[src/rtl/uart_rx_ctrl.sv]
// UART receiver: 2-flop input synchronizer, mid-bit sampling FSM, and a
// one-entry valid/ready output holding register with overrun/frame-error pulses.
module uart_rx_ctrl #(
  parameter int CLKS_PER_BIT = 25000
) (
  input  logic       clk_in,
  input  logic       rst,
  input  logic       sense,
  input  logic       rx_ready,
  output logic [7:0] rx_data,
  output logic       rx_valid,
  output logic       rx_busy,
  output logic       frame_err,
  output logic       overrun
);

  localparam int CNT_W = $clog2(CLKS_PER_BIT);
  localparam logic [CNT_W-1:0] BIT_LAST  = CNT_W'(CLKS_PER_BIT - 1);
  localparam logic [CNT_W-1:0] HALF_LAST = CNT_W'(CLKS_PER_BIT / 2 - 1);

  typedef enum logic [2:0] {IDLE, START, DATA, STOP, WAIT_HIGH} state_t;

  state_t           state, state_nxt;
  logic             sense_p0, sense_p1, sync_s;
  logic [CNT_W-1:0] cnt, cnt_nxt;
  logic [2:0]       bit_idx, bit_idx_nxt;
  logic [7:0]       shreg, shreg_nxt;
  logic             deliver, stop_err;

  // Stage p0/p1: metastability synchronizer, reset to the idle-high level
  always_ff @(posedge clk_in) begin
    if (rst) begin
      sense_p0 <= 1'b1;
      sense_p1 <= 1'b1;
    end else begin
      sense_p0 <= sense;
      sense_p1 <= sense_p0;
    end
  end

  assign sync_s = sense_p1;

  always_ff @(posedge clk_in) begin
    if (rst) begin
      state   <= IDLE;
      cnt     <= '0;
      bit_idx <= '0;
      shreg   <= '0;
    end else begin
      state   <= state_nxt;
      cnt     <= cnt_nxt;
      bit_idx <= bit_idx_nxt;
      shreg   <= shreg_nxt;
    end
  end

  always_comb begin
    state_nxt   = state;
    cnt_nxt     = cnt;
    bit_idx_nxt = bit_idx;
    shreg_nxt   = shreg;
    deliver     = 1'b0;
    stop_err    = 1'b0;
    case (state)
      IDLE: begin
        cnt_nxt     = '0;
        bit_idx_nxt = '0;
        if (!sync_s) state_nxt = START;
      end
      START: begin
        // Re-check the start bit at its midpoint; a high level means a glitch
        if (cnt == HALF_LAST) begin
          cnt_nxt   = '0;
          state_nxt = sync_s ? IDLE : DATA;
        end else begin
          cnt_nxt = cnt + CNT_W'(1);
        end
      end
      DATA: begin
        if (cnt == BIT_LAST) begin
          cnt_nxt     = '0;
          shreg_nxt   = {sync_s, shreg[7:1]};
          bit_idx_nxt = bit_idx + 3'd1;
          if (bit_idx == 3'd7) state_nxt = STOP;
        end else begin
          cnt_nxt = cnt + CNT_W'(1);
        end
      end
      STOP: begin
        if (cnt == BIT_LAST) begin
          cnt_nxt = '0;
          if (sync_s) begin
            deliver   = 1'b1;
            state_nxt = IDLE;
          end else begin
            stop_err  = 1'b1;
            state_nxt = WAIT_HIGH;
          end
        end else begin
          cnt_nxt = cnt + CNT_W'(1);
        end
      end
      WAIT_HIGH: begin
        // Hold off until the line recovers so a break is not seen as a start bit
        if (sync_s) state_nxt = IDLE;
      end
      default: state_nxt = IDLE;
    endcase
  end

  assign rx_busy = (state != IDLE);

  // Output holding register: a delivery coinciding with a consume replaces the byte
  always_ff @(posedge clk_in) begin
    if (rst) begin
      rx_data   <= 8'h00;
      rx_valid  <= 1'b0;
      frame_err <= 1'b0;
      overrun   <= 1'b0;
    end else begin
      frame_err <= stop_err;
      overrun   <= 1'b0;
      if (deliver) begin
        if (!rx_valid || rx_ready) begin
          rx_data  <= shreg;
          rx_valid <= 1'b1;
        end else begin
          overrun <= 1'b1;
        end
      end else if (rx_valid && rx_ready) begin
        rx_valid <= 1'b0;
      end
    end
  end

endmodule

[config.mk]
export PLATFORM = sky130hd
export DESIGN_NAME = uart_rx_ctrl
export DESIGN_NICKNAME = d
export VERILOG_FILES = /design/src/rtl/uart_rx_ctrl.sv
export SDC_FILE = /design/constraint.sdc
export NUM_CORES = 1
export LEC_CHECK = 0
export CORE_MARGIN = 2
export CORE_UTILIZATION = 59
export CTS_BUF_LIST = sky130_fd_sc_hd__clkbuf_4 sky130_fd_sc_hd__clkbuf_8
export DETAILED_ROUTE_END_ITERATION = 10
export GPL_TIMING_DRIVEN = 1
export PLACE_DENSITY = 0.82
export SLEW_MARGIN = 5
export SYNTH_ARGS = -nofsm -noshare
export SYNTH_HDL_FRONTEND = slang
export SYNTH_SLANG_ARGS = --single-unit
[constraint.sdc]
create_clock -name clk_in -period 3.45 [get_ports clk_in]
set_clock_uncertainty 0.05 [all_clocks]
set_input_delay 0.69 -clock clk_in [delete_from_list [all_inputs] [get_ports clk_in]]
set_output_delay 0.69 -clock clk_in [all_outputs]
set_load 0.02 [all_outputs]
## Yosys cells after proc, flatten, opt, wreduce, memory -nomap -nowiden

Cells that the tools add are included.

- Add/subtract/negate cells: 2
- Equality and inequality tests: 14
- Multiplexer cells: 22
- Bitwise gates (word level): 3
- Reduce and logical (&&, ||, !) cells: 16

Operators by type and width:

| cell | count |
|---|---|
| 15-bit case mux with 3 select lines | 1 |
| 15-bit 2-to-1 mux | 2 |
| 3-bit 2-to-1 mux | 8 |
| 15-bit by 1-bit adder with 15-bit output (second input constant) | 1 |
| 15-bit by 14-bit equality test with 1-bit output (second input constant) | 1 |
| 15-bit equality test (second input constant) | 1 |
| 3-bit case mux with 5 select lines | 1 |
| 2-bit != test (second input constant) | 6 |
| 1-bit 2-to-1 mux | 8 |
| 2-bit AND reduction | 4 |
| 3-bit by 2-bit equality test with 1-bit output (second input constant) | 2 |
| 3-bit equality test (second input constant) | 2 |
| 3-bit case mux with 2 select lines | 1 |
| 6-bit AND reduction | 1 |
| 3-bit nonzero test | 2 |
| 2-bit nonzero test | 2 |
| 2-bit OR reduction | 2 |
| 3-bit by 1-bit adder with 3-bit output (second input constant) | 1 |
| 3-bit by 1-bit equality test with 1-bit output (second input constant) | 1 |
| 3-bit logical NOT | 1 |
| 1-bit inverter | 3 |
| 3-bit OR reduction | 1 |
| 2-bit 2-to-1 mux | 1 |
| 2-bit by 1-bit != test with 1-bit output (second input constant) | 1 |
| 3 further kinds | 3 |

- Register bits: 42
- Input port bits: 4
- Word-level logic and storage cells: 67

## Longest topological paths before layout

Gate-level depths: netlist (run 1).

- Word-level depth: 5
- Depth in mapped cells: 7
- Depth with buffers taken out: 6

## Worst setup path after synthesis (run 1)

Ideal clock, no wire load.

- Path type: register -> register
- Start: register cnt[3]
- End: register cnt[11]
- Arrival: 1.972 ns
- Required time: 3.278 ns
- Path slack: 1.306 ns
- Stages on the path, launching flop included: 6
- Buffers on the path: 0
- Cell sequence: dfxtp_1 > or4_4 > o41ai_2 > a21oi_2 > and3_1 > a221o_1

- Longest elaborated chain between the ends: 3

Ends and longest elaborated chain:

| item | line | text |
|---|---|---|
| start, declared | 25 | `logic [CNT_W-1:0] cnt, cnt_nxt;` |
| start signal, assigned | 51 | `cnt <= cnt_nxt;` |
| 15-bit by 1-bit adder with 15-bit output (tied with other cells) | 76, 86, 100 |  |
| 15-bit 2-to-1 mux, on equally long branches | 80, 90, 72 |  |
| 15-bit case mux with 3 select lines (*) | 64 | `case (state)` |

Mark *: on every way between the ends. The rest lies on a longest branch, timed or not.
A chain may end at the register's enable or synchronous reset.

## Worst setup path in the final report (run 1)

- Start: register state[2]
- End: output port rx_busy

- Longest elaborated chain between the ends: 1

Ends and longest elaborated chain:

| item | line | text |
|---|---|---|
| start, declared | 23 | `state_t state, state_nxt;` |
| start signal, assigned | 50 | `state <= state_nxt;` |
| 3-bit nonzero test | 111 | `assign rx_busy = (state != IDLE);` |
| end, declared | 12 | `output logic rx_busy,` |

Every way passes these cells.

==> results of run 1 <==
## registers in the layout (all words and copies together) (netlist names)
register and flops:
shreg 8, sense_p1 1, sense_p0 1, cnt 15, overrun 1, state 3, rx_data 8, rx_valid 1
bit_idx 3, frame_err 1
## worst max-delay path, delay by kind of cell (launching register included)
kind                   cells  cell delay [ns]
buffers and inverters      1             0.62
DFF                        1             0.69
and+or+nand+nor            2             0.33
## path summary, 6_finish.rpt
kind                                from         end  slack [ns]  depth (start not counted)
worst max-delay path            state[2]     rx_busy        0.71                          3
worst min-delay path            sense_p0    sense_p1        0.37                          1
worst max register to register    cnt[3]  rx_data[4]        1.04                          5
worst min register to register  sense_p0    sense_p1        0.37                          1
## cell usage after synthesis, types with 2 or more instances
cell type	number
dfxtp_1	42
nand2_1	35
nor2_1	24
a21oi_1	19
nand3_1	12
mux2i_1	9
clkbuf_1	6
xor2_1	5
nor3_1	4
o21ai_0	4
xnor2_1	4
and2_1	3
ha_1	3
inv_1	3
nand2b_1	3
nand3b_1	3
nand4b_1	3
and3_1	2
nand4_1	2
nor2b_1	2
o41ai_2	2
or2_2	2
## per-layer routing
| metal | part of all wire [%] | global-route usage (%) | wire length [um] | vias up |
|---|---|---|---|---|
| met5 | 0 | 0 | 0 | - |
| met4 | 1.5 | 7.76 | 60 | 0 |
| met3 | 4.5 | 7.68 | 178 | 8 |
| met2 | 46 | 38.6 | 1810 | 41 |
| met1 | 48 | 30.8 | 1860 | 713 |
| li1 | - | - | - | 804 |
## metrics by stage
stage | utilization (%) | std cells | setup WS (ns)
2_1_floorplan | - | 220 | 1.31
4_1_cts | 70.0 | 279 | 0.732
6_report | 70.0 | 279 | 0.713
3_5_place_dp | 67.9 | 271 | 1.04
3_3_place_gp | 67.9 | 271 | 1.07
5_1_grt | 70.0 | 279 | 0.596
## power by group
| part | internal, mW | leakage [nW] | switching, mW |
|---|---|---|---|
| sequential | 0.487 | 0.339 | 0.00329 |
| clock | 0.0980 | 0.0343 | 0.165 |
| combinational | 0.0108 | 0.298 | 0.0139 |
| total | 0.596 | 0.671 | 0.182 |
## final cells by class
| cell class | instances | area [sq um] | share of cell area (%) |
|---|---|---|---|
| Clock buffer | 6 | 51.3 | 2.38 |
| Multi-Input combinational cell | 166 | 1020 | 47.6 |
| Clock inverter | 2 | 12.5 | 0.581 |
| Timing Repair Buffer | 16 | 158 | 7.32 |
| Tap cell | 44 | 55.1 | 2.56 |
| Inverter | 3 | 11.3 | 0.523 |
| Sequential cell | 42 | 841 | 39.0 |
## logic make-up after synthesis
| logic type | after synthesis | share of synthesized area [%] |
|---|---|---|
| AO/OA/AOI/OAI | 38 | 13.2 |
| XOR/XNOR | 9 | 4.11 |
| adder cells (fa/ha/maj) | 3 | 1.96 |
| buffers and inverters | 12 | 2.61 |
| flip-flops | 42 | 43.9 |
| multiplexers | 9 | 4.70 |
| AND/OR/NAND/NOR | 107 | 29.5 |
==> impl_metrics.toml, run 1 <==
[outcome]
status = "finished, final reports clean"

[global_route]
grt_first_pass_wirelength_um = 6530
grtUsageTotal_pct = 24.0
antenna_found_initial = 0
grt_pass1_vias = 1458
grt.overflow.total = 0
grt_max_degree = 20

[route]
dr.pass1.iters = 5
wl_per_cell_um = 14.0
drc = 0
num_vias = 1566
viasPerCell = 5.61
drt_iter0_drc = 85
ant_nets = 0
wirelength_um = 3910

[synth]
synth.area.top_cells = "dfxtp_1, nand2_1, a21oi_1"
synth.avg_cell_area_sq_um = 8.71
yosysSeqAreaShare_pct = 43.9
yosys.area.top_type = "dfxtp_1"
yosysUniqueCellTypes = 50
ys.warnings.count = 0
synth_top_area_share_pct = 43.9
synthArstFlopShare_pct = 0
ys.flop_type = "dfxtp_1"
synth_edf_count = 0
syn_nets = 227
syn_inst = 220
synth_seq_cells = 42
syn-cell-area_sq_um = 1920

[clock_network]
postCtsSetupBuffers = 0
h-tree-depth = 2
clk_pin_slew_worst_paths_ns = 0.13
cts-buffers-inserted = 5
cts_resized = 0
clk_latency_ns = 0.37
cts-root-buf = "clkbuf_4"
max-clock-path-buffers = 2
cts_sinks = 42
cts_tree = "done"
holdBufCountCts = 0

[final_layout]
diodes = 0
drive_above_1_share_pct = 8.09
post-route-cell-area_sq_um = 2150
final_common_cell = "dfxtp_1"
final_nets = 241
fillCellCount = 268
syn2layout_area_growth_pct = 12.4
layout_common_cells = "dfxtp_1, nand2_1, nor2_1, a21oi_1, clkdlybuf4s50_1"

[timing]
setup_viol = 0
hold_ws_ns = 0.374
hold_viol = 0
fin_crit_sh_pct = 79.3
rsz0062_at_grt = "no"
max_freq_mhz = 365
min_period_ns = 2.74
max-slew-margin-rel_pct = 63.5
tightest_slew_ns = 0.546
timing.setup.tns_ns = 0
maxSlewViolCount = 0

[hold_path]
min_path_type = "reg -> reg"

[worst_setup_path]
cp.required_ns = 2.71
critPathCaptureType = "primary output"
crit_type = "reg -> out"
cpPeakStageDelay_ns = 0.69
crit_path_start_kind = "flip-flop"
worstPathMaxFanout = 16
crit_path_cell_trace = "nor2_1 > nand2_1 > clkdlybuf4s50_1"
cp_slowest_cell = "dfxtp_1"
arrival_ns = 2.00

[place]
gp_congestion = 0.844
io_buffer_count = 15
placed_cell_area_sq_um = 2090
dp_hpwl_um = 2850

[die]
die-area_sq_um = 3720
io_pins = 16
die_height_um = 61.0
die_w_um = 61.0
rows = 20
start_util_pct = 62.2
coreArea_sq_um = 3080

[power_and_ir_drop]
peakVddDrop_v = 0.000335
total_power_uw = 778
p_leak_nw = 0.671
pwr_density_cell_nw_per_um2 = 361

[run]
cap_violations = 0
Power figures use the tool's default switching activity.
==> run 2: changes to the inputs <==
--- a/config.mk
+++ b/config.mk
@@ -6,11 +6,11 @@
 export NUM_CORES = 1
 export LEC_CHECK = 0
 export CORE_MARGIN = 2
-export CORE_UTILIZATION = 59
+export CORE_UTILIZATION = 53
 export CTS_BUF_LIST = sky130_fd_sc_hd__clkbuf_4 sky130_fd_sc_hd__clkbuf_8
 export DETAILED_ROUTE_END_ITERATION = 10
 export GPL_TIMING_DRIVEN = 1
-export PLACE_DENSITY = 0.82
+export PLACE_DENSITY = 0.78
 export SLEW_MARGIN = 5
 export SYNTH_ARGS = -nofsm -noshare
 export SYNTH_HDL_FRONTEND = slang
==> constraint.sdc (replaced) <==
create_clock -name clk_in -period 2.3 [get_ports clk_in]
set_clock_uncertainty 0.05 [all_clocks]
set_input_delay 0.46 -clock clk_in [delete_from_list [all_inputs] [get_ports clk_in]]
set_output_delay 0.46 -clock clk_in [all_outputs]
set_load 0.02 [all_outputs]
==> impl_metrics.toml, run 2 (synthesized netlist as in run 1, its figures left out) <==
[die]
start_util_pct = 56.1
rows = 21
die-area_sq_um = 4110
coreArea_sq_um = 3420
die_w_um = 64.1
io_pins = 16
die_height_um = 64.1

[timing]
hold_viol = 0
rsz0062_at_grt = "no"
setup_viol = 0
tightest_slew_ns = 0.475
max_freq_mhz = 459
fin_crit_sh_pct = 94.8
maxSlewViolCount = 0
timing.setup.tns_ns = 0
max-slew-margin-rel_pct = 68.2
min_period_ns = 2.18

[final_layout]
reg_top3 = "cnt: 15 flops, rx_data: 8 flops, shreg: 8 flops"
drive_above_1_share_pct = 14.6
fillCellCount = 293
final_common_cell = "dfxtp_1"
syn2layout_area_growth_pct = 19.4
final_cells = 293
regMostFlops = "cnt"
largest_reg_flops = 15
layout_common_cells = "dfxtp_1, nand2_1, nor2_1, a21oi_1, clkdlybuf4s50_1"
diodes = 0
final_nets = 253

[global_route]
grt_use_met2_pct = 31.9
antenna_found_initial = 0
use_met3_pct = 5.63
grt_use_met1_pct = 28.0
gr-max-usage-layer = "met2"
grt_pass1_vias = 1515
grt_first_pass_wirelength_um = 6820
grtUsageTotal_pct = 21.3
grt_max_degree = 17
grt.overflow.total = 0

[clock_network]
h-tree-depth = 2
cts_sinks = 42
clk_pin_slew_worst_paths_ns = 0.12
clk_latency_ns = 0.36
holdBufCountCts = 0
max-clock-path-buffers = 2
cts-buffers-inserted = 5
cts-root-buf = "clkbuf_4"
cts_tree = "done"

[place]
dp_cells = 284
gp_congestion = 0.898
dp_hpwl_um = 2840
io_buffer_count = 15

[route]
viasPerCell = 5.51
drc = 0
wirelength_um = 3900
dr.pass1.iters = 4
wl_per_cell_um = 13.3
drt_iter0_drc = 183
ant_nets = 0
num_vias = 1614

[worst_setup_path]
worstPathMaxFanout = 7
cpPeakStageDelay_ns = 0.45
critPathCaptureType = "flip-flop"
arrival_ns = 2.37
cp_slowest_cell = "dfxtp_1"
crit_path_cell_trace = "ha_2 > nand3b_1 > nor4_4 > buf_4 > a21o_1 > o21ai_1 > a2111oi_1"
crit_type = "reg -> reg"
cp.required_ns = 2.49
crit_path_start_kind = "flip-flop"

[hold_path]
min_path_type = "reg -> reg"

[power_and_ir_drop]
p_leak_nw = 0.740
pwr_density_cell_nw_per_um2 = 508
peakVddDrop_v = 0.000322

[outcome]
status = "finished, final reports clean"

[run]
cap_violations = 0
run 2: cell count changes in the layout (fill, tap and decap cells not counted), sizes merged:
cell	change
clkbuf	-1
buf	+12
inv	+1
run 2: critical path, delay by kind of cell, from the launching register on:
family	cells	cell delay, ns
DFF	1	0.45
buffers and inverters	1	0.18
and+or+nand+nor	2	0.51
adders and majority gates	1	0.29
AOI/OAI and AO/OA	3	0.58
run 2: routing by layer:
layer  up-vias  share of wire, %
met5         -                 0
met4         0               2.5
met3        12               4.1
met2        41                44
met1       731                49
li1        830                 -
run 2: worst paths after layout:
kind / start / to / slack (ns) / depth (start not counted)
worst min register to register: sense_p0 / sense_p1 / 0.39 / 1
worst max-delay path: cnt[1] / state[0] / 0.12 / 7
worst min-delay path: sense_p0 / sense_p1 / 0.39 / 1
worst max register to register: cnt[1] / state[0] / 0.12 / 7
run 2: power breakdown:
group | internal, mW | leakage [nW] | switching, mW
sequential | 0.731 | 0.340 | 0.00508
clock | 0.125 | 0.0318 | 0.261
combinational | 0.0181 | 0.368 | 0.0219
run 2: stage by stage:
step           util, %  power, mW  instance area, sq um  hold WS, ns  setup WS, ns
2_1_floorplan        -      0.774                  1920        0.339         0.156
3_3_place_gp      64.0      0.790                  2190        0.351         0.138
3_5_place_dp      64.0      0.790                  2190        0.360        0.0759
4_1_cts           65.9       1.17                  2250        0.390        0.0341
5_1_grt           67.0       1.20                  2290        0.401        0.0151
6_report          67.0       1.16                  2290        0.388         0.119
run 2: final cells by class:
| cell class | count | area (sq um) | area share, % |
|---|---|---|---|
| Multi-Input combinational cell | 166 | 1050 | 46.0 |
| Tap cell | 46 | 57.6 | 2.52 |
| Inverter | 3 | 11.3 | 0.492 |
| Timing Repair Buffer | 28 | 260 | 11.4 |
| Clock inverter | 3 | 25.0 | 1.09 |
| Clock buffer | 5 | 37.5 | 1.64 |
| Sequential cell | 42 | 845 | 36.9 |
run 2: timing repair:
action,4_1_cts,5_1_grt
gates resized for setup,0,7
setup endpoints to repair,0,8
hold endpoints to repair,0,0
setup buffers,0,1
==> run 3: changes to the inputs <==
--- a/config.mk
+++ b/config.mk
@@ -8,6 +8,7 @@
 export CORE_MARGIN = 2
 export CORE_UTILIZATION = 53
 export CTS_BUF_LIST = sky130_fd_sc_hd__clkbuf_4 sky130_fd_sc_hd__clkbuf_8
+export CTS_CLUSTER_DIAMETER = 50
 export DETAILED_ROUTE_END_ITERATION = 10
 export GPL_TIMING_DRIVEN = 1
 export PLACE_DENSITY = 0.78
==> results of run 3 <==
The final DEF is identical to that of run 2; final timing and power are the same.
